`config.mk`:
```
export PLATFORM = sky130hd
export DESIGN_NAME = fpu_issue
export DESIGN_NICKNAME = d
export VERILOG_FILES = /design/src/rtl/fpu_issue.sv
export SDC_FILE = /design/constraint.sdc
export NUM_CORES = 1
export LEC_CHECK = 0
export BUFFER_PORTS_ARGS = -buffer_cell sky130_fd_sc_hd__buf_2
export CAP_MARGIN = 20
export CELL_PAD_IN_SITES_DETAIL_PLACEMENT = 2
export CELL_PAD_IN_SITES_GLOBAL_PLACEMENT = 2
export CORE_MARGIN = 2
export CORE_UTILIZATION = 37
export DETAILED_ROUTE_END_ITERATION = 12
export MAX_ROUTING_LAYER = met4
export PLACE_DENSITY = 0.84
export SETUP_SLACK_MARGIN = 0.5
export SLEW_MARGIN = 10
export SYNTH_ARGS = -nofsm -noshare
export SYNTH_HDL_FRONTEND = slang
export SYNTH_SLANG_ARGS = --single-unit
```
`constraint.sdc`:
```
create_clock -name clk -period 6.1 [get_ports clk]
set_input_delay 0.61 -clock clk [delete_from_list [all_inputs] [get_ports clk]]
set_output_delay 0.61 -clock clk [all_outputs]
set_load 0.1 [all_outputs]
```
`src/rtl/fpu_issue.sv`:
```
// fpu_issue: request FIFO plus single-outstanding sequencer in front of the FPU.
// Optional WAIT watchdog: define FPU_ISSUE_TIMEOUT_EN.
module fpu_issue #(
  parameter int OP_W    = 5,
  parameter int TAG_W   = 6,
  parameter int DEPTH   = 2,
  parameter int TIMEOUT = 255
) (
  input  logic             clk,
  input  logic             rstn,
  input  logic             req_valid,
  output logic             req_ready,
  input  logic [OP_W-1:0]  req_op,
  input  logic [31:0]      req_x1,
  input  logic [31:0]      req_x2,
  input  logic [TAG_W-1:0] req_tag,
  output logic [31:0]      fpu_x1,
  output logic [31:0]      fpu_x2,
  output logic [OP_W-1:0]  fpu_op,
  output logic             fpu_ready,
  input  logic             fpu_valid,
  input  logic [31:0]      fpu_y32,
  input  logic             fpu_y1,
  output logic             wb_valid,
  input  logic             wb_ready,
  output logic [TAG_W-1:0] wb_tag,
  output logic [31:0]      wb_data,
  output logic             wb_flag,
  output logic             wb_err,
  output logic             busy
);

  localparam int AW = $clog2(DEPTH);

  typedef struct packed {
    logic [OP_W-1:0]  op;
    logic [31:0]      x1;
    logic [31:0]      x2;
    logic [TAG_W-1:0] tag;
  } req_t;

  typedef enum logic [1:0] {IDLE, ISSUE, WAIT, DONE} state_t;

  req_t             mem_q [DEPTH];
  req_t             head;
  logic [AW-1:0]    wptr_q, wptr_d;
  logic [AW-1:0]    rptr_q, rptr_d;
  logic [AW:0]      cnt_q, cnt_d;
  state_t           state_q, state_d;
  logic [OP_W-1:0]  op_q, op_d;
  logic [31:0]      x1_q, x1_d;
  logic [31:0]      x2_q, x2_d;
  logic [TAG_W-1:0] tag_q, tag_d;
  logic [31:0]      data_q, data_d;
  logic             flag_q, flag_d;
  logic             rdy_q, rdy_d;
  logic             issue_q, issue_d;
  logic             wbv_q, wbv_d;
  logic             busy_q, busy_d;
  logic             push, pop, empty;

`ifdef FPU_ISSUE_TIMEOUT_EN
  localparam int LW = $clog2(TIMEOUT + 1);
  localparam int TW = (LW < 8) ? 8 : ((LW > 32) ? 32 : LW);
  logic [TW-1:0]    tcnt_q, tcnt_d;
  logic             err_q, err_d;
`else
  logic [31:0]      unused_tmo;
  assign unused_tmo = 32'(TIMEOUT);
`endif

  assign empty = (cnt_q == '0);
  assign push  = req_valid && rdy_q;
  assign head  = mem_q[rptr_q];

  always_comb begin
    state_d = state_q;
    op_d    = op_q;
    x1_d    = x1_q;
    x2_d    = x2_q;
    tag_d   = tag_q;
    data_d  = data_q;
    flag_d  = flag_q;
    pop     = 1'b0;
`ifdef FPU_ISSUE_TIMEOUT_EN
    tcnt_d  = tcnt_q;
    err_d   = err_q;
`endif
    unique case (state_q)
      IDLE: begin
        if (!empty) begin
          pop     = 1'b1;
          state_d = ISSUE;
        end
      end
      ISSUE: begin
        if (fpu_valid) begin
          data_d  = fpu_y32;
          flag_d  = fpu_y1;
          state_d = DONE;
`ifdef FPU_ISSUE_TIMEOUT_EN
          err_d   = 1'b0;
`endif
        end else begin
          state_d = WAIT;
`ifdef FPU_ISSUE_TIMEOUT_EN
          tcnt_d  = '0;
`endif
        end
      end
      WAIT: begin
`ifdef FPU_ISSUE_TIMEOUT_EN
        tcnt_d = tcnt_q + 1'b1;
`endif
        if (fpu_valid) begin
          data_d  = fpu_y32;
          flag_d  = fpu_y1;
          state_d = DONE;
`ifdef FPU_ISSUE_TIMEOUT_EN
          err_d   = 1'b0;
        end else if (tcnt_d == TW'(TIMEOUT)) begin
          // give up: quiet NaN with the error marker set
          data_d  = 32'h7FC0_0000;
          flag_d  = 1'b0;
          err_d   = 1'b1;
          state_d = DONE;
`endif
        end
      end
      DONE: begin
        if (wb_ready) begin
          if (!empty) begin
            pop     = 1'b1;
            state_d = ISSUE;
          end else begin
            state_d = IDLE;
          end
        end
      end
      default: state_d = IDLE;
    endcase

    if (pop) begin
      op_d  = head.op;
      x1_d  = head.x1;
      x2_d  = head.x2;
      tag_d = head.tag;
    end

    rptr_d  = pop  ? rptr_q + 1'b1 : rptr_q;
    wptr_d  = push ? wptr_q + 1'b1 : wptr_q;
    cnt_d   = cnt_q + (AW+1)'(push) - (AW+1)'(pop);
    rdy_d   = (cnt_d != (AW+1)'(DEPTH));
    issue_d = (state_d == ISSUE);
    wbv_d   = (state_d == DONE);
    busy_d  = (cnt_d != '0) || (state_d != IDLE);
  end

  always_ff @(posedge clk) begin
    if (push) mem_q[wptr_q] <= '{op: req_op, x1: req_x1,
                                 x2: req_x2, tag: req_tag};
  end

  always_ff @(posedge clk or negedge rstn) begin
    if (!rstn) begin
      state_q <= IDLE;
      wptr_q  <= '0;
      rptr_q  <= '0;
      cnt_q   <= '0;
      op_q    <= '0;
      x1_q    <= '0;
      x2_q    <= '0;
      tag_q   <= '0;
      data_q  <= '0;
      flag_q  <= 1'b0;
      rdy_q   <= 1'b1;
      issue_q <= 1'b0;
      wbv_q   <= 1'b0;
      busy_q  <= 1'b0;
`ifdef FPU_ISSUE_TIMEOUT_EN
      tcnt_q  <= '0;
      err_q   <= 1'b0;
`endif
    end else begin
      state_q <= state_d;
      wptr_q  <= wptr_d;
      rptr_q  <= rptr_d;
      cnt_q   <= cnt_d;
      op_q    <= op_d;
      x1_q    <= x1_d;
      x2_q    <= x2_d;
      tag_q   <= tag_d;
      data_q  <= data_d;
      flag_q  <= flag_d;
      rdy_q   <= rdy_d;
      issue_q <= issue_d;
      wbv_q   <= wbv_d;
      busy_q  <= busy_d;
`ifdef FPU_ISSUE_TIMEOUT_EN
      tcnt_q  <= tcnt_d;
      err_q   <= err_d;
`endif
    end
  end

  assign req_ready = rdy_q;
  assign fpu_x1    = x1_q;
  assign fpu_x2    = x2_q;
  assign fpu_op    = op_q;
  assign fpu_ready = issue_q;
  assign wb_valid  = wbv_q;
  assign wb_tag    = tag_q;
  assign wb_data   = data_q;
  assign wb_flag   = flag_q;
  assign busy      = busy_q;
`ifdef FPU_ISSUE_TIMEOUT_EN
  assign wb_err    = err_q;
`else
  assign wb_err    = 1'b0;
`endif

endmodule

```
==> impl_results.md, run 1 <==
* Outcome: completed
* Buffers on Ports at 224
* Critical path class: reg2reg
* Minimum clock period after layout at 2.99 ns
* HPWL after DPL at 15.7 mm
* Vias at 5730
* Clk_lat worst skew at 0.54 ns
* Dominant cells by area after synthesis: edfxtp_1, dfrtp_1, mux2i_1
* GRT Total Usage at 17.9%
* Routability Congestion at 0.724
* CTS resizes at 0
* Simple-gate area share of the yosys netlist at 3.75%
* Startpoint types: flop
* Die H at 166 microns
* Post-Synthesis Cell Area at 9670 sq um
* Post-Route WL at 23.9 mm
* Compound-Gate Fraction of Synth Area at 4.41%
* Area share of the largest cell type after synthesis at 46.6%
* Slowest stage cell, crit path: buf_4
* Mapped Cells at 597
* Layout overhead on the synthesized area at 25.0%
* Vias in the first global route at 6522
* Post-CTS setup buffers at 0
* Per-cell routed wire length at 20.1 microns
* Final Slew Violations at 0
* Yosys top cell by area: edfxtp_1
* Post-Synth XOR/XNOR Area at 0.362%
* Leading cell type in the layout, fill and taps excluded: buf_2
* Initial antenna violation count at 1
* Share of post-route cells with drive strength above 1 at 36.3%
* Seq cells post-synth at 268
* Synthesized area per cell at 16.2 sq um
* Hold Crit Class: in2async
* WP buf/inv at 3
* Worst-Margin Slew at 1.13 ns
* Seq/Total Area, Yosys at 77.1%
* Clock transition at the registers of the reported paths at 0.06 ns
* Clk sink count at 268
* CTS max path bufs at 3
* Site Rows at 59
* Final setup vio count at 0
* Number of top-level pins at 226
* Skew final at 0.0209 ns
* Setup TNS at 0 ns
* GRT overflow at 0
* First-pass GRT wire length at 37.7 mm
* Hold_ws at 0.218 ns
* Max-cap violations at 0
* Full die area at 27400 sq um
* DRT iter0 DRCs at 210
* DRC Markers at 0
* Post-Synth Adder-Cell Area at 0.906%
* Final hold vios at 0
* Initial Utilization at 37.4%
* Final worst path period share at 49.0%
* Worst path top cell family by delay: buffers and inverters
* Largest family of logic cells by synthesized area: multiplexers
* WP data required at 6.54 ns
* TritonRoute pass-1 iters at 4
* H-tree levels at 1
* Ys Warns at 0
* Root Driver: clkbuf_16
* Core area at 25800 sq um
* Final #Nets at 952
* Largest net degree at the start of global routing at 78
* ANT nets after route at 0
* Critical-path cell list: inv_1 > ha_1 > nor3_4 > buf_4 > buf_4 > nor2_1 > a21oi_1
* Most common cell on crit path: buf_4
* Crit path DAT at 3.43 ns
* Via/cell ratio at 4.81
* Die width at 166 microns
* Inserted Clock Buffers at 30
* Most frequent cells in the layout: buf_2, edfxtp_1, dfrtp_1, nor2_1, a21oi_1
* Syn Nets at 717
* # hold bufs at CTS at 0
* Crit. End Element: flop
* Yosys cell types at 26
* Achievable Freq at 335 MHz
* RSZ-0062 raised after global routing: no
* Fraction of synthesized area in multiplexers at 11.6%
* Max incr delay on CP at 0.75 ns
* Normalized max-slew margin at 24.6%
* CTS tree: done
* Crit Path Max Fanout at 77
layout make-up:
class	count	area (sq um)
clock inverter	9	65.1
clock buffer	46	872
sequential	268	7460
timing repair buffer	232	1200
antenna	1	2.50
tap	335	419
multi-input combinational	294	2050
fill	2501	13700
inverter	6	22.5
sequential cells by signal (all words and copies together) (netlist names), 2 cells and up:
name / flops
cnt_q: 2
fpu_op: 5
fpu_x1: 32
fpu_x2: 32
mem_q: 150
state_q: 2
wb_data: 32
wb_tag: 6
logic make-up after synthesis:
logic type	after synthesis
other	1
XOR/XNOR	4
AO/OA/AOI/OAI	84
adder cells (fa/ha/maj)	7
AND/OR/NAND/NOR	90
multiplexers	108
buffers and inverters	35
flip-flops	268
cells in the mapped netlist, drive strengths merged:
cell	instances
a21oi	78
a31oi	1
and3	1
buf	25
clkbuf	4
conb	1
dfrtp	117
dfstp	1
edfxtp	150
ha	7
inv	6
mux2	33
mux2i	75
nand2	3
nand2b	1
nand3	1
nor2	82
nor3	1
nor4bb	1
o211ai	1
o21a	1
o21ai	3
xnor2	3
xor2	1
worst paths after layout:
path | slack, ns | end | from | depth (start not counted)
max | 3.11 | fpu_x1[27]$_DFFE_PN0P_ | state_q[1]$_DFF_PN0_ | 7
min | 0.22 | fpu_x1[3]$_DFFE_PN0P_ | rstn | 1
max reg2reg | 3.11 | fpu_x1[27]$_DFFE_PN0P_ | state_q[1]$_DFF_PN0_ | 7
min reg2reg | 0.50 | wb_data[27]$_DFFE_PN0P_ | wb_data[27]$_DFFE_PN0P_ | 1
max in group asynchronous | 4.57 | wb_data[17]$_DFFE_PN0P_ | rstn | 2
min in group clk | 0.26 | mem_q[1][65]$_DFFE_PP_ | req_x1[27] | 1
layer usage:
metal	vias up	wire, microns	GRT usage, %
met5	-	0	-
met3	31	1200	3.61
li1	2633	-	-
met4	0	410	2.99
met1	2888	9500	21.1
met2	178	12800	32.1
stage by stage:
step                      worst slack, ns  utilization [%]  std cells  instance area, sq um
final                                3.11             46.8       1191                 12100
after CTS                            3.09             46.7       1189                 12100
after detailed placement             3.18             43.1       1134                 11100
after global placement               3.32             43.1       1134                 11100
after global routing                 2.84             46.8       1191                 12100
after floorplan                      1.38                -        597                  9670
Power of run 1 is left out: the tool's default activity adds up to more than one toggle a clock period on the data nets, which glitch-free logic cannot reach.
==> run 2, diff against run 1 <==
--- a/config.mk
+++ b/config.mk
@@ -5,15 +5,16 @@
 export SDC_FILE = /design/constraint.sdc
 export NUM_CORES = 1
 export LEC_CHECK = 0
+export ABC_AREA = 1
 export BUFFER_PORTS_ARGS = -buffer_cell sky130_fd_sc_hd__buf_2
 export CAP_MARGIN = 20
 export CELL_PAD_IN_SITES_DETAIL_PLACEMENT = 2
 export CELL_PAD_IN_SITES_GLOBAL_PLACEMENT = 2
 export CORE_MARGIN = 2
-export CORE_UTILIZATION = 37
+export CORE_UTILIZATION = 31
 export DETAILED_ROUTE_END_ITERATION = 12
 export MAX_ROUTING_LAYER = met4
-export PLACE_DENSITY = 0.84
+export PLACE_DENSITY = 0.8
 export SETUP_SLACK_MARGIN = 0.5
 export SLEW_MARGIN = 10
 export SYNTH_ARGS = -nofsm -noshare
==> constraint.sdc (replaced) <==
create_clock -name clk -period 2.5 [get_ports clk]
set_input_delay 0.25 -clock clk [delete_from_list [all_inputs] [get_ports clk]]
set_output_delay 0.25 -clock clk [all_outputs]
set_load 0.1 [all_outputs]
==> run 2 against run 1 <==
Effect of this change: clock-buffer cell count down 4; worst hold slack got worse by 0.15 ns; die area grew 24%; global-route usage increased by 2.4 points; core utilization shrank 3.2 points; first-iteration DRC count is 41% higher; via count rose by 31%; maximum frequency is 55% higher; routed wire length increased by 39%; cell count is 39% higher; setup slack worse by 2.5 ns.
==> impl_results.md, run 2 <==
* First-pass GRT wire length at 51.2 mm
* Skew final at 0.00665 ns
* CTS max path bufs at 3
* Most frequent cells in the layout: nand2_1, buf_2, edfxtp_1, dfrtp_1, dlygate4sd3_1
* Full die area at 33900 sq um
* Final #Nets at 1317
* Post-layout util at 43.6%
* Inserted Clock Buffers at 30
* Area share of the largest cell type after synthesis at 44.8%
* Yosys top cell by area: edfxtp_1
* Largest net degree at the start of global routing at 77
* RR Startpoint: state_q[0]$_DFF_PN0_
* Die width at 184 microns
* Buffers on Ports at 224
* RSZ-0062 raised after global routing: yes
* GRT Total Usage at 20.3%
* Non-filler instance count after layout at 1657
* Setup TNS at 0 ns
* Worst-Margin Slew at 0.711 ns
* Core area at 31800 sq um
* Most frequently used flop master after synthesis: edfxtp_1
* GRT overflow at 0
* Worst reg-to-reg setup slack at 0.57 ns
* Critical path class: reg2reg
* Hold depth at 3
* DRC Markers at 0
* FFs w/ async S/R, synth at 44.0%
* Clk_lat worst skew at 0.55 ns
* Largest register by flop count: mem_q
* Ys Warns at 0
* Yosys cell types at 21
* Normalized max-slew margin at 52.6%
* ANT nets after route at 0
* Crit Reg-Reg Endpoint: busy$_DFF_PN0_
* H-tree levels at 1
* Final worst path period share at 77.2%
* Startpoint types: flop
* Worst Reg2Reg Path Length in Cells at 13
* Post-Synthesis Cell Area at 10100 sq um
* Post-synth EDFFs at 150
* Vias at 7497
* Final hold vios at 0
* Post-Route WL at 33.2 mm
* Crit path DAT at 2.37 ns
* Initial antenna violation count at 1
* Most common cell in the synthesized netlist: nand2_1
* Seq/Total Area, Yosys at 74.1%
* Synth cell count leaders: nand2_1, edfxtp_1, dfrtp_1
* Site Rows at 65
* Hold Crit Class: in2reg
* Outcome: completed
* Number of top-level pins at 226
* Hold EP: wptr_q$_DFFE_PN0P_
* Dominant cells by area after synthesis: edfxtp_1, dfrtp_1, nand2_1
* Synthesized area per cell at 11.8 sq um
* Routability Congestion at 0.716
* Crit Path Max Fanout at 3
* Vias in the first global route at 8845
* Achievable Freq at 518 MHz
* Inst Count DP at 1487
* Via/cell ratio at 4.52
* TritonRoute pass-1 iters at 5
* CTS tree: done
* Mapped Cells at 851
* Clock transition at the registers of the reported paths at 0.06 ns
* Max-cap violations at 0
* Layout overhead on the synthesized area at 37.7%
* Initial Utilization at 31.6%
* Final setup vio count at 0
* HPWL after DPL at 17.5 mm
* Leading cell type in the layout, fill and taps excluded: nand2_1
* Root Driver: clkbuf_16
* Number of flip-flops under the largest register name at 150
* DRT iter0 DRCs at 297
* Final Slew Violations at 0
* Share of post-route cells with drive strength above 1 at 27.8%
* Seq cells post-synth at 268
* Die H at 184 microns
* Clk sink count at 268
* Crit. End Element: flop
* Minimum clock period after layout at 1.93 ns
* Hold path start: req_valid
* WP data required at 2.94 ns
* Syn Nets at 971
* Per-cell routed wire length at 20.1 microns
[run 2: cell types whose count changed after synthesis, moves of 3 or more]
cell     previous run  this run
buf_2              22        16
a21oi_1            78         1
buf_1               0         3
buf_4               2         6
nand2_1             3       470
nor2_1             82        12
mux2i_1            75         0
buf_6               1         5
inv_1               6        15
[run 2: how the worst max path moves through the flow]
stage	startpoint	endpoint	slack (ns)	depth (start not counted)
global route	state_q[0]$_DFF_PN0_	busy$_DFF_PN0_	0.45	13
floorplan	req_ready$_DFF_PN1_	mem_q[0][0]$_DFFE_PP_	0.04	2
CTS	state_q[1]$_DFF_PN0_	busy$_DFF_PN0_	0.51	13
global placement	state_q[1]$_DFF_PN0_	busy$_DFF_PN0_	0.51	13
detailed placement	state_q[1]$_DFF_PN0_	busy$_DFF_PN0_	0.39	13
finish	state_q[0]$_DFF_PN0_	busy$_DFF_PN0_	0.57	13
[run 2: kinds of logic (layout without fill, tap and decap cells)]
logic type	Yosys count	count (layout)	synth area share [%]
DFF	268	268	74.1
adders and majority gates	7	7	0.870
buffers and inverters	52	422	2.74
xor gates and xnor gates	4	4	0.348
AOI/OAI and AO/OA	2	2	0.0994
and+or+nand+nor	484	484	18.1
other	1	2	0.0373
muxes	33	33	3.69
[run 2: metal layers]
metal | global-route usage (%) | up-vias | part of all wire [%] | routed length (microns)
met1 | 22.3 | 3809 | 39 | 13000
met3 | 3.16 | 54 | 4.4 | 1480
li1 | - | 3420 | - | -
met4 | 5.22 | 0 | 2.6 | 875
met2 | 38.2 | 214 | 54 | 17900
met5 | - | - | 0 | 0
[run 2: area by class of cell]
cell class                 instances  area [sq um]
timing repair buffer             350          2440
fill                            3219         17900
tap                              435           544
inverter                          16          65.1
multi-input combinational        531          2410
clock buffer                      42           837
clock inverter                    14          95.1
antenna                            1          2.50
sequential                       268          7470
[run 2: stage by stage]
step / cell area [sq um] / worst slack [ns] / hold WS (ns)
floorplan: 10100 / 0.0418 / -0.0456
global placement: 11700 / 0.510 / 0.332
detailed placement: 11700 / 0.391 / 0.339
CTS: 13800 / 0.507 / 0.0390
global route: 13900 / 0.452 / 0.0678
finish: 13900 / 0.569 / 0.0646
[run 2: timing repair]
| item | 4_1_cts | 5_1_grt |
|---|---|---|
| gates resized for setup | 6 | 12 |
| gates cloned | 0 | 1 |
| buffers inserted | 2 | 1 |
| endpoints found under the setup margin | 1 | 27 |
| hold buffers | 109 | 0 |
| pin swaps | 4 | 7 |
| hold endpoints to repair | 245 | 0 |
[run 2: critical path, cell delays in order, from the launching register on]
cell	delay (ns)
dfrtp_1	0.42
ha_2	0.22
nand2_2	0.07
inv_2	0.05
or2_4	0.23
nand2_4	0.07
inv_4	0.05
ha_4	0.27
inv_4	0.03
ha_4	0.15
nand2_2	0.06
nand2_2	0.06
nor2_2	0.08
nand2_1	0.05
Power of run 2 is left out for the same reason.
